File: config.mk
export PLATFORM = sky130hd
export DESIGN_NAME = dval_to_rdy_fifo
export DESIGN_NICKNAME = d
export VERILOG_FILES = /design/src/rtl/dval_to_rdy_fifo.sv
export SDC_FILE = /design/constraint.sdc
export NUM_CORES = 1
export LEC_CHECK = 0
export BUFFER_PORTS_ARGS = -buffer_cell sky130_fd_sc_hd__buf_2
export CELL_PAD_IN_SITES_DETAIL_PLACEMENT = 1
export CELL_PAD_IN_SITES_GLOBAL_PLACEMENT = 1
export CORE_UTILIZATION = 47
export DETAILED_ROUTE_END_ITERATION = 6
export GPL_ROUTABILITY_DRIVEN = 0
export PLACE_DENSITY_LB_ADDON = 0.12
export SLEW_MARGIN = 20
export SYNTH_ARGS = -nofsm -noshare
export SYNTH_HDL_FRONTEND = slang
export SYNTH_SLANG_ARGS = --single-unit
File: constraint.sdc
create_clock -name clk -period 3.7 [get_ports clk]
set_input_delay 0.555 -clock clk [delete_from_list [all_inputs] [get_ports clk]]
set_output_delay 0.555 -clock clk [all_outputs]
set_load 0.05 [all_outputs]
File: src/rtl/dval_to_rdy_fifo.sv
// Push-only result stream to valid/ready adapter: small FWFT FIFO that drops,
// flags and counts words arriving while it is full.
module dval_to_rdy_fifo #(
    parameter int DW    = 10,
    parameter int DEPTH = 4,
    parameter int CW    = $clog2(DEPTH + 1)
) (
    input  logic          clk,
    input  logic          rst,
    input  logic          i_dval,
    input  logic [DW-1:0] i,
    input  logic          clr,
    output logic          o_valid,
    input  logic          o_ready,
    output logic [DW-1:0] o,
    output logic [CW-1:0] count,
    output logic          full,
    output logic          empty,
    output logic          overflow,
    output logic [7:0]    drop_cnt
);
    localparam int AW = $clog2(DEPTH);
    localparam logic [CW-1:0] FULL_CNT = CW'(DEPTH);

    logic [DW-1:0] mem [DEPTH];
    logic [AW-1:0] wr_ptr;
    logic [AW-1:0] rd_ptr;
    logic [CW-1:0] count_q;
    logic          pop;
    logic          push;
    logic          drop;

    assign empty   = (count_q == '0);
    assign full    = (count_q == FULL_CNT);
    assign count   = count_q;
    assign o_valid = ~empty;
    assign o       = mem[rd_ptr];

    // A pop frees the slot the same cycle, so a full FIFO still accepts a word.
    assign pop  = o_valid & o_ready;
    assign push = i_dval & (~full | pop);
    assign drop = i_dval & full & ~pop;

    always_ff @(posedge clk) begin
        if (push) begin
            mem[wr_ptr] <= i;
        end
    end

    always_ff @(posedge clk or posedge rst) begin
        if (rst) begin
            wr_ptr  <= '0;
            rd_ptr  <= '0;
            count_q <= '0;
        end else begin
            if (push) begin
                wr_ptr <= wr_ptr + 1'b1;
            end
            if (pop) begin
                rd_ptr <= rd_ptr + 1'b1;
            end
            if (push && !pop) begin
                count_q <= count_q + 1'b1;
            end else if (pop && !push) begin
                count_q <= count_q - 1'b1;
            end
        end
    end

    // A drop in the same cycle as clr counts as the first drop after the clear.
    always_ff @(posedge clk or posedge rst) begin
        if (rst) begin
            overflow <= 1'b0;
            drop_cnt <= '0;
        end else if (drop) begin
            overflow <= 1'b1;
            if (clr) begin
                drop_cnt <= 8'd1;
            end else if (drop_cnt != 8'hFF) begin
                drop_cnt <= drop_cnt + 8'd1;
            end
        end else if (clr) begin
            overflow <= 1'b0;
            drop_cnt <= '0;
        end
    end

endmodule

== Yosys cells after proc, flatten, opt, wreduce, memory -nomap -nowiden ==
Memory sizes are Yosys's and may differ from the RTL's.
Index checks and enable logic that the tools add are counted.
Storage, ports and cells
  bits in writable memories: 40
  memories kept: 1
  output and inout port bits: 25
  bits of input ports: 15
  word-level logic and storage cells: 40
  bits in registers: 16
Memories
  mem: words 4, width 10, read ports 1, clocked after Yosys merged registers in 0, write ports 1, line 25  | logic [DW-1:0] mem [DEPTH];
Cells by class
  mux-type cells: 10
  reduce and logical (&&, ||, !) cells: 9
  eq/ne operators: 2
  add/sub/neg operators: 5
  bitwise logic cells: 8
Operators with widths (number)
  8-bit two-way mux: 4
  8-bit by 1-bit adder with 8-bit output (second input constant): 1
  8-bit != test (second input constant): 1
  3-bit two-way mux: 2
  2-bit nonzero test: 3
  2-bit by 1-bit adder with 2-bit output (second input constant): 2
  1-bit AND: 4
  1-bit two-way mux: 4
  3-bit by 1-bit adder with 3-bit output (second input constant): 1
  3-bit equality test (second input constant): 1
  3-bit logical NOT: 1
  1-bit inverter: 3
  3-bit by 1-bit subtractor with 3-bit output (second input constant): 1
  1-bit logical AND: 2
  1-bit logical NOT: 2
  2-bit AND reduction: 1
  1-bit bitwise OR: 1

== Longest topological paths before layout ==
Gate-level depths: netlist (run 1).
  depth in word-level cells: 9
  mapped depth: 9
  mapped depth without buffers: 8

== Worst setup path before layout (run 1) ==
No wires, ideal clock.
  path kind: flip-flop to flip-flop
  from: register count_q[0] (netlist: count[0])
  to: register count_q[2] (netlist: count[2])
  required time: 3618 ps
  arrival: 2510 ps
  library setup time: 82 ps
  path slack: 1108 ps
  period minus slack after synthesis: 2592 ps
  buffers on the path: 0
  stages on the path, launching flop included: 9
  cell sequence: dfrtp_1 -> or3_1 -> nand2_1 -> ha_1 -> inv_1 -> fa_1 -> xor2_1 -> nor2_1 -> xor2_1
On the way
  word-level cells in the longest chain between the ends: 8
  elaborated cells on any way between the ends: 16
  those cells by class: add/sub (2); eq/ne (1); mux (2); bitwise (5); reduce/logical (6)
Ends and longest elaborated chain
  from (decl): line 28  | logic [CW-1:0] count_q;
  from (signal assigned): line 63  | count_q <= count_q + 1'b1;
  from (signal assigned): line 65  | count_q <= count_q - 1'b1;
  3-bit logical NOT *: line 33  | assign empty = (count_q == '0);
  1-bit inverter *: line 36  | assign o_valid = ~empty;
  net o_valid: line 13  | output logic o_valid,
  1-bit AND *: line 40  | assign pop = o_valid & o_ready;
  1-bit bitwise OR: line 41  | assign push = i_dval & (~full | pop);
  1-bit AND: line 41
  1-bit logical NOT: line 64  | end else if (pop && !push) begin
  1-bit logical AND: line 64
  2-bit nonzero test (no source line)
The timed path passes the listed nets; every way through them passes the cells marked *. The select of a mux whose other input is x is not followed.
A chain may end at the register's enable or synchronous reset.

== Final worst setup path (run 1) ==
  from: register rd_ptr[0]
  to: output port o[0]
On the way
  word-level cells in the longest chain between the ends: 1
Ends and longest elaborated chain
  from (decl): line 27  | logic [AW-1:0] rd_ptr;
  from (signal assigned): line 60  | rd_ptr <= rd_ptr + 1'b1;
  memory 4 x 10 bit
  to (decl): line 15  | output logic [DW-1:0] o,
No other way between the ends.

==> results.toml, run 1 <==
[run_status]
status = "completed"

[timing]
finalSetupTns_ns = 0
finClkSkew_ns = 0.0102
fmax_mhz = 391
worstMarginPinSlew_ns = 0.770
hold_viol = 0
worst_hold_slack_ns = 0.304
drv_slew = 0
rsz0062_at_grt = "false"
post-route-min-period_ns = 2.56
slew-limit-headroom = 0.487
finalSetupViolCount = 0
period_share = 0.692

[global_route]
grt_use_total = 0.186
grt.overflow.total = 0
antenna_found_initial = 0
grt_pass1_wl_um = 7120
grt_max_degree = 19
first_global_vias = 1422

[placed_design]
hpwl_um = 3130
io_buffers = 39

[yosys]
yosys_warnings = 0
syn-num-nets = 166
ys_types = 36
synth-async-reset-ratio = 0.286
ys_seq_area_frac = 0.682
synth-seq-cells = 56
synth_edf_count = 40
syn_inst = 144
synth_area_per_cell_um2 = 16.3
ys.flop_type = "edfxtp_1"
netlist_area_um2 = 2350

[layout]
num_antenna_cells = 0
nNetsFinal = 208
syn_to_final_growth_pct = 16.1
layout_common_cells = "40 x edfxtp_1, 39 x buf_2, 16 x dfrtp_1"
regArea_um2 = 1600
multi_input_area_um2 = 698
final_common_cell = "edfxtp_1"
drive_gt1_frac = 0.321
fill_cells = 497

[floorplanning]
die_h_um = 72.7
die_x_um = 72.7
start_util = 0.494
ioPinCount = 40
core_um2 = 4750
die_area_um2 = 5290
rows = 25

[route]
drtIter0Drc = 44
vias = 1353
drt_wl_total_um = 4350
antenna_left = 0
drc = 0
route.detailed.wl_per_inst_um = 17.1
via_per_inst = 5.33
dr.pass1.iters = 4

[critical_path]
cp.required_ns = 3.14
r2r-end = "count[1]"
cp-end-kind = "output port"
arrival_ns = 2.00
path_class = "reg -> out"
worstPathMaxFanout = 12
r2r_cells = 6
worst-r2r-setup-slack_ns = 1.35
cp-start-kind = "flop"
reg2reg_from = "count[0]"

[power_and_ir_drop]
power.density_nw_per_um2 = 812
ir_drop_v = 0.000470
leakage_nw = 1.06

[clocking]
cts_resized = 0
cts_tree = "yes"
cts_sinks = 56
cts_buffers = 5
clock-root-buffer = "clkbuf_8"
worstSkewPairLatency_ns = 0.31
postCtsSetupRepairBufs = 0
clockBufferDepth = 2
cts.clk_slew.worst_paths_ns = 0.11
holdBufCountCts = 0
htree_levels = 2

[job]
maxCapViolCount = 0

[worst_hold_path]
hold_path_class = "in -> async"
-- Yosys cell counts (3+ instances only) --
cell type | number | area [um^2]
and2_1 | 5 | 31.3
dfrtp_1 | 16 | 400
edfxtp_1 | 40 | 1200
ha_1 | 6 | 75.1
inv_1 | 9 | 33.8
mux4_2 | 10 | 225
nand2_1 | 4 | 15.0
nand3_1 | 6 | 30.0
nand4_1 | 3 | 18.8
nor2_1 | 4 | 15.0
nor3_1 | 4 | 20.0
o21ai_0 | 5 | 25.0
xnor2_1 | 4 | 35.0
-- worst max path at each step --
stage,to,start,cells past startpoint,slack (ns)
finish,o[0],rd_ptr[0],2,1.14
detailed placement,count[1],o_ready,7,1.22
global placement,count[1],o_ready,7,1.30
global route,o[0],rd_ptr[0],2,1.02
floorplan,count[2],count[0],8,1.11
CTS,o[0],rd_ptr[0],2,1.10
-- critical path: stages (launching register included) --
cell     delay, ns
dfrtp_1       0.86
mux4_2        0.60
buf_2         0.23
-- report_power, final --
group / switching, mW / leakage (nW) / internal (mW)
Clock: 0.203 / 0.0548 / 0.204
Combinational: 0.583 / 0.430 / 0.279
Sequential: 0.133 / 0.574 / 0.813
-- layout make-up --
cell class,instances,share of cell area
inverters,9,0.0124
clock inverters,3,0.0170
flip-flops and latches,56,0.587
clock buffers,5,0.0252
well taps,67,0.0307
multi-input cells,75,0.256
repair buffers,39,0.0716
-- state kept, by name, summed over array words and instances (netlist names) --
signal and cells:
rd_ptr 2, count 3, mem 40, wr_ptr 2, drop_cnt 8, overflow 1
-- through the flow --
step	power, mW	instances	setup WS [ns]	utilization	instance area, um^2
CTS	2.24	254	1.10	0.574	2730
global route	2.32	254	1.02	0.574	2730
finish	2.22	254	1.14	0.574	2730
floorplan	1.63	144	1.11	-	2350
detailed placement	1.84	246	1.22	0.549	2610
global placement	1.80	246	1.30	0.549	2610
-- metal layers --
metal  global-route usage  vias to the layer above  share of wire
met5                    0                        -              0
met4               0.0806                        0          0.017
met3               0.0345                        7          0.035
met2                0.330                       31           0.54
met1                0.220                      686           0.41
li1                     -                      629              -
-- logic make-up after synthesis --
group,Yosys count,synth area share
buffers and inverters,13,0.0213
AOI/OAI and AO/OA,12,0.0309
DFF,56,0.682
xor gates and xnor gates,6,0.0224
adders and majority gates,7,0.0405
muxes,13,0.109
and+or+nand+nor,37,0.0943
Power figures use the tool's default switching activity.
==> run 2, diff against run 1 <==
CORE_UTILIZATION = 46   (was 47)
clock period = 2.4 ns   (was 3.7 ns; I/O delays follow)
==> results.toml, run 2 (synthesis gave the netlist of run 1 again) <==
[placed_design]
io_buffers = 39
hpwl_um = 3300

[timing]
hold_viol = 0
post-route-min-period_ns = 2.26
fmax_mhz = 442
drv_slew = 0
slew-limit-headroom = 0.563
worstMarginPinSlew_ns = 0.655
worst_hold_slack_ns = 0.128
rsz0062_at_grt = "false"
period_share = 0.943
finalSetupTns_ns = 0
finClkSkew_ns = 0.00598
finalSetupViolCount = 0

[critical_path]
cp-end-kind = "flop"
cp-start-kind = "flop"
worstPathMaxFanout = 6
worst-r2r-setup-slack_ns = 0.14
r2r_cells = 8
path_class = "reg -> reg"
r2r-end = "count[2]"
arrival_ns = 2.49
reg2reg_from = "count[0]"
cp.required_ns = 2.63

[layout]
num_antenna_cells = 0
regArea_um2 = 1600
multi_input_area_um2 = 703
utilization = 0.567
drive_gt1_frac = 0.337
regMostFlops = "mem"
largest_reg_flops = 40
layout_common_cells = "40 x edfxtp_1, 39 x buf_2, 16 x dfrtp_1"
fill_cells = 498
syn_to_final_growth_pct = 16.2
final_common_cell = "edfxtp_1"
nNetsFinal = 211

[route]
drt_wl_total_um = 4480
route.detailed.wl_per_inst_um = 17.4
drc = 0
via_per_inst = 5.20
vias = 1337
dr.pass1.iters = 4
antenna_left = 0
drtIter0Drc = 37

[clocking]
cts_sinks = 56
htree_levels = 2
clockBufferDepth = 2
worstSkewPairLatency_ns = 0.30
cts_resized = 0
cts_tree = "yes"
clock-root-buffer = "clkbuf_8"
postCtsSetupRepairBufs = 0
cts_buffers = 5
cts.clk_slew.worst_paths_ns = 0.10
holdBufCountCts = 0

[worst_hold_path]
hold_path_class = "in -> async"

[power_and_ir_drop]
ir_drop_v = 0.000814
power.density_nw_per_um2 = 1220
leakage_nw = 1.07

[global_route]
grt_max_degree = 19
first_global_vias = 1445
antenna_found_initial = 0
grt_use_total = 0.190
grt.overflow.total = 0
grt_pass1_wl_um = 7410

[job]
maxCapViolCount = 0

[floorplanning]
die_area_um2 = 5400
rows = 25
start_util = 0.488
ioPinCount = 40
die_x_um = 73.5
core_um2 = 4820
die_h_um = 73.5

[run_status]
status = "completed"
run 2: changes by cell type in the layout (fill, tap and decap cells not counted):
cell       before  now
buf_4           0    3
bufinv_16       1    0
clkinv_2        0    1
or3_1           2    1
or3_4           0    1
run 2: worst max-delay path: stages, from the launching register on:
cell	delay (ns)
dfrtp_1	0.49
or3_4	0.45
nand2_1	0.13
ha_1	0.21
inv_1	0.06
fa_1	0.39
xor2_1	0.17
nor2_1	0.13
xor2_1	0.16
run 2: routing by layer:
| metal | global-route usage | part of all wire |
|---|---|---|
| met3 | 0.0439 | 0.040 |
| met1 | 0.235 | 0.43 |
| met2 | 0.339 | 0.52 |
| met5 | 0 | 0 |
| met4 | 0.0449 | 0.0078 |
run 2: per-stage QoR:
stage | instances | cell area, um^2 | setup slack (ns) | total power [mW]
final | 257 | 2730 | 0.136 | 3.33
after global routing | 257 | 2730 | 0.00521 | 3.51
after CTS | 257 | 2730 | 0.124 | 3.38
after detailed placement | 249 | 2640 | 0.162 | 2.87
after global placement | 249 | 2640 | 0.344 | 2.80
after floorplan | 144 | 2350 | 0.00285 | 2.52
run 2: where the power goes:
group          internal [mW]  total [mW]  switching (mW)
combinational          0.453        1.41           0.960
sequential              1.25        1.41           0.157
clock                  0.208       0.508           0.301
total                   1.92        3.33            1.42
run 2: worst max path at each step:
stage	startpoint	to	slack, ns	depth (start not counted)
2_1_floorplan	count[0]	count[2]	0.003	8
3_3_place_gp	count[0]	count[2]	0.34	8
3_5_place_dp	count[0]	count[2]	0.16	8
4_1_cts	count[0]	count[2]	0.12	8
5_1_grt	count[0]	count[2]	0.005	8
6_report	count[0]	count[2]	0.14	8
run 2: layout make-up:
cell class,count,share of cell area
clock inverters,3,0.00779
repair buffers,42,0.0797
inverters,9,0.0124
well taps,67,0.0307
multi-input cells,75,0.258
flip-flops and latches,56,0.587
clock buffers,5,0.0252
==> run 3, diff against run 2 <==
SETUP_SLACK_MARGIN = 0.5   (was unset)
==> results.toml, run 3 (synthesis gave the netlist of run 1 again) <==
[job]
maxCapViolCount = 0

[power_and_ir_drop]
leakage_nw = 1.19
ir_drop_v = 0.000622
power.density_nw_per_um2 = 1310

[global_route]
grt_use_total = 0.189
grt_max_degree = 18
grt.overflow.total = 0
grt_pass1_wl_um = 7360
first_global_vias = 1487
antenna_found_initial = 0

[critical_path]
arrival_ns = 2.25
cp-start-kind = "flop"
reg2reg_from = "count[2]"
r2r-end = "count[2]"
crit_slowest_cell = "dfrtp_2"
crit_path_end = "count[2]"
cp.required_ns = 2.63
critPathMostFrequentCell = "xor2_1"
max_stage_delay_ns = 0.43
r2r_cells = 8
worstPathCellList = "or3_4 > nand2_4 > ha_4 > inv_2 > fa_2 > xor2_1 > nor2_1 > xor2_1"
crit_start = "count[2]"
cp-end-kind = "flop"
worstPathMaxFanout = 3
worst-r2r-setup-slack_ns = 0.38
path_class = "reg -> reg"

[timing]
slew-limit-headroom = 0.557
rsz0062_at_grt = "true"
post-route-min-period_ns = 2.02
fmax_mhz = 495
finalSetupViolCount = 0
worst_hold_slack_ns = 0.135
worstMarginPinSlew_ns = 0.664
finalSetupTns_ns = 0
period_share = 0.841
hold_viol = 0
drv_slew = 0
finClkSkew_ns = 0.0101

[floorplanning]
die_h_um = 73.5
core_um2 = 4820
rows = 25
ioPinCount = 40
die_area_um2 = 5400
die_x_um = 73.5
start_util = 0.488

[clocking]
holdBufCountCts = 0
cts_tree = "yes"
cts_sinks = 56
htree_levels = 2
clockBufferDepth = 2
clock-root-buffer = "clkbuf_8"
cts_buffers = 5
cts.clk_slew.worst_paths_ns = 0.10
worstSkewPairLatency_ns = 0.31

[route]
drc = 0
dr.pass1.iters = 4
via_per_inst = 5.29
route.detailed.wl_per_inst_um = 18.3
drtIter0Drc = 74
antenna_left = 0
drt_wl_total_um = 4990
vias = 1439

[layout]
final_common_cell = "edfxtp_1"
num_antenna_cells = 0
layout_common_cells = "40 x edfxtp_1, 26 x buf_2, 16 x buf_4"
drive_gt1_frac = 0.439
syn_to_final_growth_pct = 28.5
largest_reg_flops = 40
regMostFlops = "mem"
nNetsFinal = 226
utilization = 0.627

[placed_design]
hpwl_um = 3230
io_buffers = 39

[worst_hold_path]
hold_path_class = "in -> async"

[run_status]
status = "completed"
[run 3: cell count changes in the layout (fill, tap and decap cells not counted), sizes merged]
cell and delta:
clkbuf +1, bufinv +1, buf +14, inv -1
[run 3: what timing repair did]
item,in CTS,in global routing
setup endpoints to repair,32,15
buffers inserted,9,5
gates resized for setup,16,25
gates cloned,0,1
pin swaps,4,5
[run 3: layer usage]
metal	vias to the layer above	track usage	wire length (um)
li1	665	-	-
met1	734	0.206	1960
met2	33	0.365	2810
met3	7	0.0288	139
met4	0	0.0705	79
met5	-	0	0
[run 3: worst min path at each step]
stage | from | endpoint | slack, ns
floorplan | rst | drop_cnt[0] | 0.27
global placement | rst | rd_ptr[1] | 0.48
detailed placement | rst | rd_ptr[1] | 0.49
CTS | rst | rd_ptr[1] | 0.15
global route | rst | wr_ptr[1] | 0.17
finish | rst | wr_ptr[1] | 0.13
[run 3: cell type report]
type                       count  area (um^2)
timing repair buffer          57          449
clock buffer                   5         68.8
sequential                    56         1610
multi-input combinational     75          732
inverter                       9         36.3
clock inverter                 3         42.5
fill                         479         1800
tap                           67         83.8
[run 3: critical path: cells and delay by family (launching register included)]
kind	cells	cell delay, ns
xor gates and xnor gates	2	0.33
adders and majority gates	2	0.47
DFF	1	0.43
and+or+nand+nor	3	0.66
buffers and inverters	1	0.04
[run 3: through the flow]
step           worst slack (ns)  area, um^2  instances  power (mW)
6_report                  0.382        3020        272        3.97
5_1_grt                   0.306        3020        272        4.13
4_1_cts                   0.421        2880        266        3.70
3_5_place_dp              0.338        2660        249        2.90
3_3_place_gp              0.449        2660        249        2.83
2_1_floorplan             0.199        2380        144        2.54
[run 3: power breakdown]
part	switching, mW	total (mW)	leakage [nW]	internal, mW
logic	1.11	1.95	0.564	0.842
registers	0.147	1.41	0.569	1.26
clock network	0.296	0.605	0.0541	0.309
